--- src/rtl/recompute_unit_os_pkg.sv ---
// rtl/recompute_unit_os_pkg.sv - shared types and helpers for the recompute unit
// Purpose: controller FSM state encoding and the mapping-field width helper.
package recompute_unit_os_pkg;

  typedef enum logic [2:0] {
    IDLE    = 3'd0,
    ASSIGN  = 3'd1,
    COMPUTE = 3'd2,
    PUBLISH = 3'd3,
    DONE    = 3'd4
  } ru_state_e;

  // Width of one row/column mapping field; never narrower than one bit.
  function automatic int cw_width(input int cols);
    return (cols > 1) ? $clog2(cols) : 1;
  endfunction

endpackage

--- src/rtl/recompute_module.sv ---
// rtl/recompute_module.sv - NUM_RU spare MAC accumulators
// Purpose: per-RU multiply-accumulate with load-on-first-term and publish register.
// Ports:
//   clk, rst            clock, async active-low reset
//   ru_en               RU assigned
//   ru_top_inputs       top operand per RU slot
//   ru_left_inputs      left operand per RU slot
//   ru_set_stationary   load product instead of accumulating
//   ru_stat_bit_in      accumulate enable
//   ru_fsm_out_sel_in   publish accumulator to rcm_bottom_out
//   ru_col_mapping      target column tag (not used arithmetically)
//   rcm_bottom_out      published result per RU slot
module recompute_module
  import recompute_unit_os_pkg::*;
#(
  parameter int NUM_RU    = 4,
  parameter int WORD_SIZE = 16,
  parameter int COLS      = 4
) (
  input  logic                              clk,
  input  logic                              rst,
  input  logic [NUM_RU-1:0]                 ru_en,
  input  logic [NUM_RU*WORD_SIZE-1:0]       ru_top_inputs,
  input  logic [NUM_RU*WORD_SIZE-1:0]       ru_left_inputs,
  input  logic [NUM_RU-1:0]                 ru_set_stationary,
  input  logic [NUM_RU-1:0]                 ru_stat_bit_in,
  input  logic [NUM_RU-1:0]                 ru_fsm_out_sel_in,
  input  logic [cw_width(COLS)*NUM_RU-1:0]  ru_col_mapping,
  output logic [NUM_RU*WORD_SIZE-1:0]       rcm_bottom_out
);

  logic [WORD_SIZE-1:0] acc  [NUM_RU];
  logic [WORD_SIZE-1:0] prod [NUM_RU];

  // The column tag travels with the RU for downstream bookkeeping only.
  logic unused_col_tag;
  assign unused_col_tag = ^ru_col_mapping;

  // Products truncate to WORD_SIZE bits (unsigned, modulo 2^WORD_SIZE).
  always_comb begin
    for (int i = 0; i < NUM_RU; i++) begin
      prod[i] = ru_left_inputs[i*WORD_SIZE +: WORD_SIZE] * ru_top_inputs[i*WORD_SIZE +: WORD_SIZE];
    end
  end

  always_ff @(posedge clk or negedge rst) begin
    if (!rst) begin
      for (int i = 0; i < NUM_RU; i++) begin
        acc[i] <= '0;
      end
      rcm_bottom_out <= '0;
    end else begin
      for (int i = 0; i < NUM_RU; i++) begin
        if (ru_en[i] && ru_stat_bit_in[i]) begin
          acc[i] <= ru_set_stationary[i] ? prod[i] : acc[i] + prod[i];
        end
        if (ru_en[i] && ru_fsm_out_sel_in[i]) begin
          rcm_bottom_out[i*WORD_SIZE +: WORD_SIZE] <= acc[i];
        end
      end
    end
  end

endmodule

--- src/rtl/recompute_unit_controller_os.sv ---
// rtl/recompute_unit_controller_os.sv - fault-to-RU mapping FSM and operand streaming
// Purpose: latches the STW fault map, assigns the first NUM_RU faults (ascending
// index r*COLS+c) to RUs, then streams K operand pairs and a publish strobe.
// Ports:
//   clk, rst            clock, async active-low reset
//   top_matrix          element (k,c) at [(k*COLS+c)*WORD_SIZE +: WORD_SIZE]
//   left_matrix         element (r,k), same packing
//   STW_result_mat      bit r*COLS+c: 1 healthy, 0 faulty
//   ru_en               RU assigned
//   ru_top_inputs       top operand per RU slot
//   ru_left_inputs      left operand per RU slot
//   ru_set_stationary   first-term strobe
//   ru_stat_bit_in      accumulate enable
//   ru_fsm_out_sel_in   publish strobe
//   ru_col_mapping      target column per RU
//   ru_row_mapping      target row per RU
module recompute_unit_controller_os
  import recompute_unit_os_pkg::*;
#(
  parameter int ROWS      = 4,
  parameter int COLS      = 4,
  parameter int WORD_SIZE = 16,
  parameter int NUM_RU    = ROWS
) (
  input  logic                              clk,
  input  logic                              rst,
  input  logic [ROWS*COLS*WORD_SIZE-1:0]    top_matrix,
  input  logic [ROWS*COLS*WORD_SIZE-1:0]    left_matrix,
  input  logic [ROWS*COLS-1:0]              STW_result_mat,
  output logic [NUM_RU-1:0]                 ru_en,
  output logic [NUM_RU*WORD_SIZE-1:0]       ru_top_inputs,
  output logic [NUM_RU*WORD_SIZE-1:0]       ru_left_inputs,
  output logic [NUM_RU-1:0]                 ru_set_stationary,
  output logic [NUM_RU-1:0]                 ru_stat_bit_in,
  output logic [NUM_RU-1:0]                 ru_fsm_out_sel_in,
  output logic [cw_width(COLS)*NUM_RU-1:0]  ru_col_mapping,
  output logic [cw_width(COLS)*NUM_RU-1:0]  ru_row_mapping
);

  localparam int CW = cw_width(COLS);
  localparam int NPE = ROWS * COLS;

  ru_state_e state, state_nxt;
  logic [CW-1:0]  k_cnt, k_nxt;
  logic [NPE-1:0] stw_map, map_nxt;

  logic [NUM_RU-1:0]           en_nxt, set_nxt, stat_nxt, sel_nxt;
  logic [NUM_RU*WORD_SIZE-1:0] top_nxt, left_nxt;
  logic [CW*NUM_RU-1:0]        row_nxt, col_nxt;

  // Priority encoder over the latched map.
  logic [NUM_RU-1:0]    scan_en;
  logic [CW*NUM_RU-1:0] scan_row, scan_col;
  int                   n_found;

  // Operand multiplexers for the current step k.
  logic [NUM_RU*WORD_SIZE-1:0] top_mux, left_mux;

  always_comb begin
    scan_en  = '0;
    scan_row = '0;
    scan_col = '0;
    n_found  = 0;
    for (int idx = 0; idx < NPE; idx++) begin
      if (!stw_map[idx]) begin
        // n_found is the rank of this fault; ranks >= NUM_RU match no RU.
        for (int j = 0; j < NUM_RU; j++) begin
          if (n_found == j) begin
            scan_en[j]             = 1'b1;
            scan_row[j*CW +: CW]   = CW'(idx / COLS);
            scan_col[j*CW +: CW]   = CW'(idx % COLS);
          end
        end
        n_found = n_found + 1;
      end
    end
  end

  // Select by comparing against every element position so all part-selects stay constant.
  always_comb begin
    top_mux  = '0;
    left_mux = '0;
    for (int i = 0; i < NUM_RU; i++) begin
      for (int e = 0; e < NPE; e++) begin
        if (ru_row_mapping[i*CW +: CW] == CW'(e / COLS) && k_cnt == CW'(e % COLS)) begin
          left_mux[i*WORD_SIZE +: WORD_SIZE] = left_matrix[e*WORD_SIZE +: WORD_SIZE];
        end
        if (k_cnt == CW'(e / COLS) && ru_col_mapping[i*CW +: CW] == CW'(e % COLS)) begin
          top_mux[i*WORD_SIZE +: WORD_SIZE] = top_matrix[e*WORD_SIZE +: WORD_SIZE];
        end
      end
    end
  end

  always_comb begin
    state_nxt = state;
    k_nxt     = k_cnt;
    map_nxt   = stw_map;
    en_nxt    = ru_en;
    row_nxt   = ru_row_mapping;
    col_nxt   = ru_col_mapping;
    top_nxt   = '0;
    left_nxt  = '0;
    set_nxt   = '0;
    stat_nxt  = '0;
    sel_nxt   = '0;
    case (state)
      IDLE: begin
        if (!(&STW_result_mat)) begin
          map_nxt   = STW_result_mat;
          state_nxt = ASSIGN;
        end
      end
      ASSIGN: begin
        en_nxt    = scan_en;
        row_nxt   = scan_row;
        col_nxt   = scan_col;
        k_nxt     = '0;
        state_nxt = COMPUTE;
      end
      COMPUTE: begin
        for (int i = 0; i < NUM_RU; i++) begin
          if (ru_en[i]) begin
            top_nxt[i*WORD_SIZE +: WORD_SIZE]  = top_mux[i*WORD_SIZE +: WORD_SIZE];
            left_nxt[i*WORD_SIZE +: WORD_SIZE] = left_mux[i*WORD_SIZE +: WORD_SIZE];
          end
        end
        stat_nxt = ru_en;
        set_nxt  = (k_cnt == '0) ? ru_en : '0;
        if (k_cnt == CW'(COLS - 1)) begin
          state_nxt = PUBLISH;
        end else begin
          k_nxt = k_cnt + CW'(1);
        end
      end
      PUBLISH: begin
        sel_nxt   = ru_en;
        state_nxt = DONE;
      end
      DONE: begin
        // Map changes seen during a pass are only acted on here.
        if (STW_result_mat != stw_map) begin
          map_nxt = STW_result_mat;
          if (&STW_result_mat) begin
            en_nxt    = '0;
            row_nxt   = '0;
            col_nxt   = '0;
            state_nxt = IDLE;
          end else begin
            state_nxt = ASSIGN;
          end
        end
      end
      default: begin
        state_nxt = IDLE;
      end
    endcase
  end

  always_ff @(posedge clk or negedge rst) begin
    if (!rst) begin
      state             <= IDLE;
      k_cnt             <= '0;
      stw_map           <= '0;
      ru_en             <= '0;
      ru_row_mapping    <= '0;
      ru_col_mapping    <= '0;
      ru_top_inputs     <= '0;
      ru_left_inputs    <= '0;
      ru_set_stationary <= '0;
      ru_stat_bit_in    <= '0;
      ru_fsm_out_sel_in <= '0;
    end else begin
      state             <= state_nxt;
      k_cnt             <= k_nxt;
      stw_map           <= map_nxt;
      ru_en             <= en_nxt;
      ru_row_mapping    <= row_nxt;
      ru_col_mapping    <= col_nxt;
      ru_top_inputs     <= top_nxt;
      ru_left_inputs    <= left_nxt;
      ru_set_stationary <= set_nxt;
      ru_stat_bit_in    <= stat_nxt;
      ru_fsm_out_sel_in <= sel_nxt;
    end
  end

endmodule

--- src/rtl/recompute_unit_os.sv ---
// rtl/recompute_unit_os.sv - output-stationary fault-recovery recompute block
// Purpose: recomputes C(r,c) for PEs marked faulty by the STW using NUM_RU spare MACs.
// Ports:
//   clk, rst            clock, async active-low reset
//   top_matrix          element (k,c) at [(k*COLS+c)*WORD_SIZE +: WORD_SIZE]
//   left_matrix         element (r,k), same packing
//   STW_result_mat      bit r*COLS+c: 1 healthy, 0 faulty
//   ru_*                per-RU control/operand/mapping outputs
//   rcm_bottom_out      recomputed result per RU slot
module recompute_unit_os
  import recompute_unit_os_pkg::*;
#(
  parameter int ROWS      = 4,
  parameter int COLS      = 4,
  parameter int WORD_SIZE = 16,
  parameter int NUM_RU    = ROWS
) (
  input  logic                              clk,
  input  logic                              rst,
  input  logic [ROWS*COLS*WORD_SIZE-1:0]    top_matrix,
  input  logic [ROWS*COLS*WORD_SIZE-1:0]    left_matrix,
  input  logic [ROWS*COLS-1:0]              STW_result_mat,
  output logic [NUM_RU-1:0]                 ru_en,
  output logic [NUM_RU*WORD_SIZE-1:0]       ru_top_inputs,
  output logic [NUM_RU*WORD_SIZE-1:0]       ru_left_inputs,
  output logic [NUM_RU-1:0]                 ru_set_stationary,
  output logic [NUM_RU-1:0]                 ru_stat_bit_in,
  output logic [NUM_RU-1:0]                 ru_fsm_out_sel_in,
  output logic [cw_width(COLS)*NUM_RU-1:0]  ru_col_mapping,
  output logic [cw_width(COLS)*NUM_RU-1:0]  ru_row_mapping,
  output logic [NUM_RU*WORD_SIZE-1:0]       rcm_bottom_out
);

  recompute_unit_controller_os #(
    .ROWS      (ROWS),
    .COLS      (COLS),
    .WORD_SIZE (WORD_SIZE),
    .NUM_RU    (NUM_RU)
  ) u_ctrl (
    .clk               (clk),
    .rst               (rst),
    .top_matrix        (top_matrix),
    .left_matrix       (left_matrix),
    .STW_result_mat    (STW_result_mat),
    .ru_en             (ru_en),
    .ru_top_inputs     (ru_top_inputs),
    .ru_left_inputs    (ru_left_inputs),
    .ru_set_stationary (ru_set_stationary),
    .ru_stat_bit_in    (ru_stat_bit_in),
    .ru_fsm_out_sel_in (ru_fsm_out_sel_in),
    .ru_col_mapping    (ru_col_mapping),
    .ru_row_mapping    (ru_row_mapping)
  );

  recompute_module #(
    .NUM_RU    (NUM_RU),
    .WORD_SIZE (WORD_SIZE),
    .COLS      (COLS)
  ) u_rcm (
    .clk               (clk),
    .rst               (rst),
    .ru_en             (ru_en),
    .ru_top_inputs     (ru_top_inputs),
    .ru_left_inputs    (ru_left_inputs),
    .ru_set_stationary (ru_set_stationary),
    .ru_stat_bit_in    (ru_stat_bit_in),
    .ru_fsm_out_sel_in (ru_fsm_out_sel_in),
    .ru_col_mapping    (ru_col_mapping),
    .rcm_bottom_out    (rcm_bottom_out)
  );

endmodule

--- config.mk ---
export PLATFORM = sky130hd
export DESIGN_NAME = recompute_unit_os
export DESIGN_NICKNAME = d
export VERILOG_FILES = /design/src/rtl/recompute_unit_os_pkg.sv /design/src/rtl/recompute_module.sv /design/src/rtl/recompute_unit_controller_os.sv /design/src/rtl/recompute_unit_os.sv
export SDC_FILE = /design/constraint.sdc
export NUM_CORES = 2
export LEC_CHECK = 0
export ABC_CLOCK_PERIOD_IN_PS = 13400
export CAP_MARGIN = 20
export CELL_PAD_IN_SITES_DETAIL_PLACEMENT = 0
export CELL_PAD_IN_SITES_GLOBAL_PLACEMENT = 1
export CORE_MARGIN = 10
export CORE_UTILIZATION = 42
export DETAILED_ROUTE_END_ITERATION = 8
export GPL_ROUTABILITY_DRIVEN = 0
export PLACE_DENSITY_LB_ADDON = 0.1
export SYNTH_ARGS = -nofsm -noshare
export SYNTH_HDL_FRONTEND = slang
export SYNTH_SLANG_ARGS = --single-unit
export TNS_END_PERCENT = 5
--- constraint.sdc ---
create_clock -name clk -period 13.4 [get_ports clk]
set_input_delay 2.68 -clock clk [delete_from_list [all_inputs] [get_ports clk]]
set_output_delay 2.68 -clock clk [all_outputs]
set_load 0.05 [all_outputs]
# Yosys cells after proc, flatten, opt, wreduce, memory -nomap -nowiden

Index checks and enable logic that the tools add are counted.

Output and inout port bits: 224
Flip-flop bits (word level): 309
Input bits: 530

Muxes and demuxes: 389
$add $sub $neg: 19
Equality and inequality tests: 82
Reduce and logical (&&, ||, !) cells: 169
$mul: 4

Operator list:

| cell                                                 | number |
|---|---|
| two-way mux 16 bit                                   | 142 |
| equality test 32 x 3 -> 1 bit, second input constant | 28 |
| zero test 32 bit                                     | 15 |
| equality test 32 x 2 -> 1 bit, second input constant | 14 |
| two-way mux 32 bit                                   | 14 |
| adder 32 x 2 -> 32 bit, second input constant        | 13 |
| two-way mux 8 bit                                    | 29 |
| two-way mux 2 bit                                    | 101 |
| logical AND 1 bit                                    | 136 |
| two-way mux 64 bit                                   | 2 |
| two-way mux 4 bit                                    | 21 |
| two-way mux 1 bit                                    | 71 |
| adder 16 bit                                         | 4 |
| multiplier 16 x 16 -> 16 bit                         | 4 |
| equality test 2 bit, second input constant           | 18 |
| one-hot mux 16 bit (2 select lines)                  | 1 |
| one-hot mux 8 bit (2 select lines)                   | 2 |
| equality test 2 x 1 -> 1 bit, second input constant  | 9 |
| zero test 2 bit                                      | 9 |
| inequality test 16 bit                               | 1 |
| AND reduction 16 bit                                 | 1 |
| one-hot mux 3 bit (5 select lines)                   | 1 |
| two-way mux 3 bit                                    | 3 |
| AND reduction 3 bit                                  | 3 |
| other kinds (14)                                     | 21 |

# Longest topological paths before layout

Depth in word-level cells: 33
Gate-level depth with buffers: 53
Gate-level depth less buffers: 52

# By module

A second synthesis with hierarchy kept.

Cell total of the unflattened synthesis: 6131
Area total of the unflattened synthesis: 50443.4 um^2

By module, submodules not included:

| module                       | area an instance (um^2) | seq. area each (um^2) | instances | cells each |
|---|---|---|---|---|
| recompute_unit_controller_os | 26386.6                 | 4529.3                | 1         | 3432 |
| recompute_module             | 24056.8                 | 3203.1                | 1         | 2699 |

# Least setup slack after synthesis

No wires, ideal clock.

Path type: register to register
Start point: reg u_ctrl.stw_map[0]
End point: reg u_ctrl.ru_col_mapping[5]
Library setup time: 0.121 ns
Path buffers: 1
Stages on the path, launching flop included: 52
Path slack: 3.077 ns
Period minus slack after synthesis: 10.323 ns
Arrival time: 10.202 ns
Cells stage by stage: dfrtp_1 -> fa_1 -> inv_1 -> ha_1 -> nor2b_1 -> a21o_1 -> ha_1 -> nor2b_1 -> a21o_1 -> ha_1 -> inv_1 -> o32ai_1 -> nor2_1 -> inv_1 -> ha_1 -> nor2_1 -> a21oi_1 -> ha_1 -> [16 not listed] -> a31oi_1 -> inv_1 -> ha_1 -> nand2_1 -> o21ai_0 -> ha_1 -> mux2i_1 -> inv_1 -> ha_1 -> nand2b_1 -> or2_2 -> nor2_1 -> nor3_1 -> o211a_1 -> o21ai_2 -> buf_2 -> o211ai_1 -> a22o_1

Longest elaborated chain between the ends: 33
Elaborated cells between the ends (all ways): 75
Those cells by class: 14 x add/sub; 16 x eq/ne; 44 x mux; 1 x reduce/logical

RTL lines:

| element                                                                 | line                                                                   | RTL |
|---|---|---|
| from (decl)                                                             | recompute_unit_controller_os.sv:45                                     | `logic [NPE-1:0] stw_map, map_nxt;` |
| from (signal assigned)                                                  | recompute_unit_controller_os.sv:176                                    | `stw_map <= map_nxt;` |
| two-way mux 1 bit                                                       | recompute_unit_controller_os.sv:65                                     | `if (!stw_map[idx]) begin` |
| adder 1 x 1 -> 2 bit                                                    | recompute_unit_controller_os.sv:74                                     | `n_found = n_found + 1;` |
| two-way mux 32 bit                                                      | recompute_unit_controller_os.sv:65                                     |  |
| adder 32 x 2 -> 32 bit or equality test 32 x 3 -> 1 bit (tied branches) | recompute_unit_controller_os.sv:74, recompute_unit_controller_os.sv:68 |  |
| two-way mux 32 bit or two-way mux 2 bit (tied branches)                 | recompute_unit_controller_os.sv:65, recompute_unit_controller_os.sv:68 |  |
| adder 32 x 2 -> 32 bit, or another cell as far along                    | recompute_unit_controller_os.sv:74                                     |  |
| two-way mux 32 bit or two-way mux 2 bit (tied branches)                 | recompute_unit_controller_os.sv:65, recompute_unit_controller_os.sv:68 |  |
| adder 32 x 2 -> 32 bit, or another cell as far along                    | recompute_unit_controller_os.sv:74                                     |  |
| [17 not listed]                                                         | --                                                                     |  |
| adder 32 x 2 -> 32 bit, or another cell as far along                    | recompute_unit_controller_os.sv:74                                     |  |
| two-way mux 32 bit or two-way mux 2 bit (tied branches)                 | recompute_unit_controller_os.sv:65, recompute_unit_controller_os.sv:68 |  |
| adder 32 x 2 -> 32 bit, or another cell as far along                    | recompute_unit_controller_os.sv:74                                     |  |
| two-way mux 32 bit or two-way mux 2 bit (tied branches)                 | recompute_unit_controller_os.sv:65, recompute_unit_controller_os.sv:68 |  |
| equality test 32 x 3 -> 1 bit or two-way mux 8 bit (tied branches)      | recompute_unit_controller_os.sv:68, recompute_unit_controller_os.sv:65 |  |
| two-way mux 2 bit                                                       | recompute_unit_controller_os.sv:68                                     | `if (n_found == j) begin` |
| two-way mux 8 bit                                                       | recompute_unit_controller_os.sv:65                                     |  |
| one-hot mux 8 bit (2 select lines)                                      | recompute_unit_controller_os.sv:107                                    | `case (state)` |
| to (signal assigned)                                                    | recompute_unit_controller_os.sv:179                                    | `ru_col_mapping <= col_nxt;` |
| to (decl)                                                               | recompute_unit_controller_os.sv:36                                     | `output logic [cw_width(COLS)*NUM_RU-1:0] ru_col_mapping,` |

Parallel ways exist; a longest one is shown, timed or not.
A chain may end at the register's enable or synchronous reset.

# Worst setup path in the final report

Start point: reg u_ctrl.stw_map[2]
End point: reg u_ctrl.ru_col_mapping[7]

Longest elaborated chain between the ends: 29
Elaborated cells between the ends (all ways): 69
Those cells by class: 12 x add/sub; 15 x eq/ne; 41 x mux; 1 x reduce/logical

RTL lines:

| element                                                                 | line |
|---|---|
| two-way mux 32 bit                                                      | recompute_unit_controller_os.sv:65 |
| adder 32 x 2 -> 32 bit or equality test 32 x 3 -> 1 bit (tied branches) | recompute_unit_controller_os.sv:74, recompute_unit_controller_os.sv:68 |
| two-way mux 32 bit or two-way mux 2 bit (tied branches)                 | recompute_unit_controller_os.sv:65, recompute_unit_controller_os.sv:68 |
| adder 32 x 2 -> 32 bit, or another cell as far along                    | recompute_unit_controller_os.sv:74 |
| two-way mux 32 bit or two-way mux 2 bit (tied branches)                 | recompute_unit_controller_os.sv:65, recompute_unit_controller_os.sv:68 |
| adder 32 x 2 -> 32 bit, or another cell as far along                    | recompute_unit_controller_os.sv:74 |
| two-way mux 32 bit or two-way mux 2 bit (tied branches)                 | recompute_unit_controller_os.sv:65, recompute_unit_controller_os.sv:68 |
| adder 32 x 2 -> 32 bit, or another cell as far along                    | recompute_unit_controller_os.sv:74 |
| [13 not listed]                                                         | -- |
| adder 32 x 2 -> 32 bit, or another cell as far along                    | recompute_unit_controller_os.sv:74 |
| two-way mux 32 bit or two-way mux 2 bit (tied branches)                 | recompute_unit_controller_os.sv:65, recompute_unit_controller_os.sv:68 |
| adder 32 x 2 -> 32 bit, or another cell as far along                    | recompute_unit_controller_os.sv:74 |
| two-way mux 32 bit or two-way mux 2 bit (tied branches)                 | recompute_unit_controller_os.sv:65, recompute_unit_controller_os.sv:68 |
| equality test 32 x 3 -> 1 bit or two-way mux 8 bit (tied branches)      | recompute_unit_controller_os.sv:68, recompute_unit_controller_os.sv:65 |
| two-way mux 2 bit                                                       | recompute_unit_controller_os.sv:68 |
| two-way mux 8 bit                                                       | recompute_unit_controller_os.sv:65 |
| one-hot mux 8 bit (2 select lines)                                      | recompute_unit_controller_os.sv:107 |

Parallel ways exist; a longest one is shown, timed or not.

==> summary.txt <==
CLOCK TREE
--------------------------------------------------------------------------------------------------------
Sinks on Clock Net ........................................................................          309
Post-CTS clock slew at the launch and capture registers of the worst setup and hold paths .      0.06 ns
H-tree lvl count ..........................................................................            2
Post-CTS Setup Bufs .......................................................................            0
Number of buffers created by CTS ..........................................................           42
PostCTS Resize Cnt ........................................................................            0
Clock Root Buffer .........................................................................    clkbuf_16
Count of hold-fix buffers inserted at cts .................................................            0
Clock tree from TritonCTS .................................................................          yes
Clock latency on the worst-skew pair ......................................................      0.64 ns
Longest Clk Path Bufs .....................................................................            3

YOSYS
--------------------------------------------------------------------------------------------------------
Most numerous cell in the Yosys netlist ...................................................      nand2_1
Fraction of the yosys area taken by sequential cells ......................................       15.86%
Cells after Synth .........................................................................         5883
Largest cells by area after synthesis ..................................................... dfrtp_1 16%, fa_1 13%, ha_1 8.1%
Portion of synthesized cell area occupied by the leading cell type ........................       15.86%
Number of flops mapped to enable cells by yosys ...........................................            0
Synth top cells by count .................................................................. 633 x nand2_1, 569 x inv_1, 443 x nor2_1
Cell type with the largest total area after synthesis .....................................      dfrtp_1
Synthesized flop and latch total ..........................................................          309
Combined area of all synthesized cells ....................................................    48740 um2
Avg Inst Size Synth .......................................................................    8.285 um2
Share of flip-flops with an asynchronous set or reset .....................................       100.0%
Post-Syn Nets .............................................................................         7052
YS warnings ...............................................................................            0
Most frequently used flop master after synthesis ..........................................      dfrtp_1
Netlist cell types ........................................................................           91

CELLS AND AREA
--------------------------------------------------------------------------------------------------------
Number of cells in the finished layout apart from fillers .................................         7917
Synth-to-layout area growth ...............................................................       21.20%
Count of filler cells inserted in the layout ..............................................        11060
Number of nets in the final layout ........................................................         7507
Share of post-route cells with drive strength above 1 .....................................       7.681%

GLOBAL ROUTE
--------------------------------------------------------------------------------------------------------
Residual overflow from global routing .....................................................            0
First-pass GRT wire length ................................................................     321.0 mm
Overall track demand over capacity in global routing ......................................       32.59%
Vias in the first global route ............................................................        46230
Largest net degree at the start of global routing .........................................           91
Antenna violations before repair ..........................................................           80

ROUTE
--------------------------------------------------------------------------------------------------------
Total wire length after detailed routing ..................................................     221.5 mm
Via-per-instance ratio ....................................................................        6.026
Number of remaining DRC errors ............................................................            0
Count of vias placed by the detailed router ...............................................        47710
Detailed-route wire length per cell .......................................................     27.97 um
Initial drt markers .......................................................................         4786
Routed wl met2 ............................................................................     98.13 mm
DRT met1 WL ...............................................................................     91.24 mm
Wire length on met3 .......................................................................     20.84 mm
Number of search-and-repair iterations in the first detailed-routing pass .................            6
Remaining number of nets flagged by the antenna check after routing .......................            0
Top Metal Used ............................................................................         met5

PLACE
--------------------------------------------------------------------------------------------------------
# placed instances ........................................................................         7794
Number of buffer cells added on primary ports .............................................          753
HPWL after DPL ............................................................................     176.8 mm

TIMING
--------------------------------------------------------------------------------------------------------
Max frequency .............................................................................    81.62 MHz
Slew Limit Headroom .......................................................................       14.09%
RSZ-0062 raised after global routing ......................................................        false
Transition time at the pin with the least slew margin .....................................     1.281 ns
Sum Neg Setup Slack .......................................................................         0 ns
Clk_skew ..................................................................................   0.03947 ns
Setup violation total in the final timing report ..........................................            0
Share of the clock period used by the worst path ..........................................       91.43%
Post-route minimum period .................................................................     12.25 ns
Hold Vio Cnt, Final .......................................................................            0
Final max-slew violation count ............................................................            0

WORST SETUP PATH
--------------------------------------------------------------------------------------------------------
Critical Path Fanout Max ..................................................................           16
Crit Reg-Reg Endpoint ..................................................................... u_ctrl.ru_col_mapping[7]
Cell with the most instances on the worst path ............................................         ha_1
Worst Path Arrival ........................................................................     12.74 ns
CP required ...............................................................................     13.89 ns
Crit path launch type .....................................................................     register
Crit-path max cell delay ..................................................................      0.75 ns
Worst setup path class ....................................................................   reg -> reg
Reg2reg path depth ........................................................................           50
R2R setup slack ...........................................................................      1.15 ns
Kind of end point of the critical path ....................................................     register
Worst path slowest cell ...................................................................         fa_1
Source of the worst register-to-register timing path ...................................... u_ctrl.stw_map[2]

DIE
--------------------------------------------------------------------------------------------------------
Top Ports .................................................................................          754
Horizontal die dimension ..................................................................     360.7 um
Number of cell rows .......................................................................          124
Placeable Area ............................................................................   114800 um2
Die footprint .............................................................................   130100 um2
Die height ................................................................................     360.7 um
Effective utilization at floorplan ........................................................       42.46%

MIN PATH
--------------------------------------------------------------------------------------------------------
Hold Crit Endpoint ........................................................................ u_rcm.rcm_bottom_out[0]
Cells on Worst Hold Path ..................................................................            1
Start point of the worst hold path ........................................................ u_rcm.rcm_bottom_out[0]
Class of the tightest hold or removal check ...............................................   reg -> reg

FLOW RUN
--------------------------------------------------------------------------------------------------------
Number of max-cap violations ..............................................................            0

RUN STATUS
--------------------------------------------------------------------------------------------------------
Run status ................................................................................ complete, no violations

[layer usage]
layer,track usage [%],up-vias
met5,0,-
met4,14.02,90
met3,9.465,462
met2,50.60,2266
met1,41.97,23320
li1,-,21570
[state kept, by name, indices dropped and copies added (netlist names), 3 cells and up]
register and count:
u_ctrl.ru_col_mapping 8, u_ctrl.state 3, u_ctrl.ru_fsm_out_sel_in 4, u_ctrl.ru_set_stationary 4, u_rcm.acc 64, u_ctrl.ru_row_mapping 8, u_ctrl.ru_left_inputs 64, u_ctrl.ru_stat_bit_in 4
u_rcm.rcm_bottom_out 64, u_ctrl.ru_en 4, u_ctrl.stw_map 16, u_ctrl.ru_top_inputs 64
[per-stage QoR]
step           worst slack, ns  utilization (%)  cell area [um2]  hold slack [ns]
2_1_floorplan            3.077                -            48740           0.4739
3_3_place_gp             1.689            49.85            57230           0.4866
3_5_place_dp             1.402            49.91            57300           0.4915
4_1_cts                  1.358            51.14            58720           0.5037
5_1_grt                 0.3355            51.41            59030           0.5090
6_report                 1.148            51.46            59080           0.5010
[worst max path at each step]
| stage | from | end | slack (ns) | cells past startpoint |
|---|---|---|---|---|
| final | u_ctrl.stw_map[2] | u_ctrl.ru_col_mapping[7] | 1.15 | 50 |
| after global routing | u_ctrl.stw_map[0] | u_ctrl.ru_col_mapping[7] | 0.34 | 50 |
| after CTS | u_ctrl.stw_map[0] | u_ctrl.ru_col_mapping[7] | 1.36 | 50 |
| after detailed placement | u_ctrl.stw_map[0] | u_ctrl.ru_col_mapping[7] | 1.40 | 50 |
| after global placement | u_ctrl.stw_map[0] | u_ctrl.ru_col_mapping[7] | 1.69 | 50 |
| after floorplan | u_ctrl.stw_map[0] | u_ctrl.ru_col_mapping[5] | 3.08 | 51 |
[layout by cell type, fill, tap and decap left out, types with 21 or more instances in the layout]
cell             Yosys  routed
a211oi_1           211     211
a21o_1              29      29
a21oi_1            415     415
a221oi_1            82      82
a22oi_1            104     104
a2bb2oi_1           37      37
a311oi_1            47      47
and2_1             280     280
and3_1              24      24
buf_4                1      81
clkbuf_16            0      43
clkdlybuf4s50_1      0     752
dfrtp_1            309     301
diode_2              0      39
fa_1               325     325
ha_1               314     310
inv_1              569     569
mux2_2             127     127
mux2i_1            149     149
mux4_2             140     140
nand2_1            633     633
nand2b_1            25      25
nand3_1             61      61
nor2_1             443     438
nor2b_1             51      50
nor3_1              44      42
o211ai_1           156     156
o21ai_0            306     306
o21bai_1            41      41
o22ai_1             21      21
xnor2_1            208     208
xor2_1              43      43
[cells by family after synthesis]
| kind of cell | Yosys count | synth area share [%] |
|---|---|---|
| and+or+nand+nor | 1624 | 15.33 |
| AOI/OAI and AO/OA | 1617 | 21.87 |
| xor gates and xnor gates | 267 | 5.265 |
| muxes | 416 | 12.46 |
| DFF | 309 | 15.86 |
| buffers and inverters | 1011 | 7.804 |
| adders and majority gates | 639 | 21.41 |
[final cells by class]
cell class                 count  area (um2)  share of cell area [%]
antenna                       39       97.59                  0.1652
clock buffer                  54        1146                   1.940
clock inverter                18       269.0                  0.4554
inverter                     574        2155                   3.647
multi-input combinational   4563       37280                   63.11
sequential                   309        7755                   13.13
tap                         1512        1892                   3.202
timing repair buffer         848        8481                   14.36
[critical path: cells and delay by family (launching register included)]
kind	cells	cell delay (ns)
adders and majority gates	13	4.48
AOI/OAI and AO/OA	15	3.71
and+or+nand+nor	16	2.66
buffers and inverters	5	0.61
DFF	1	0.49
muxes	1	0.17
Power is left out: the tool's default activity adds up to more than one toggle a clock period on the data nets, which glitch-free logic cannot reach.
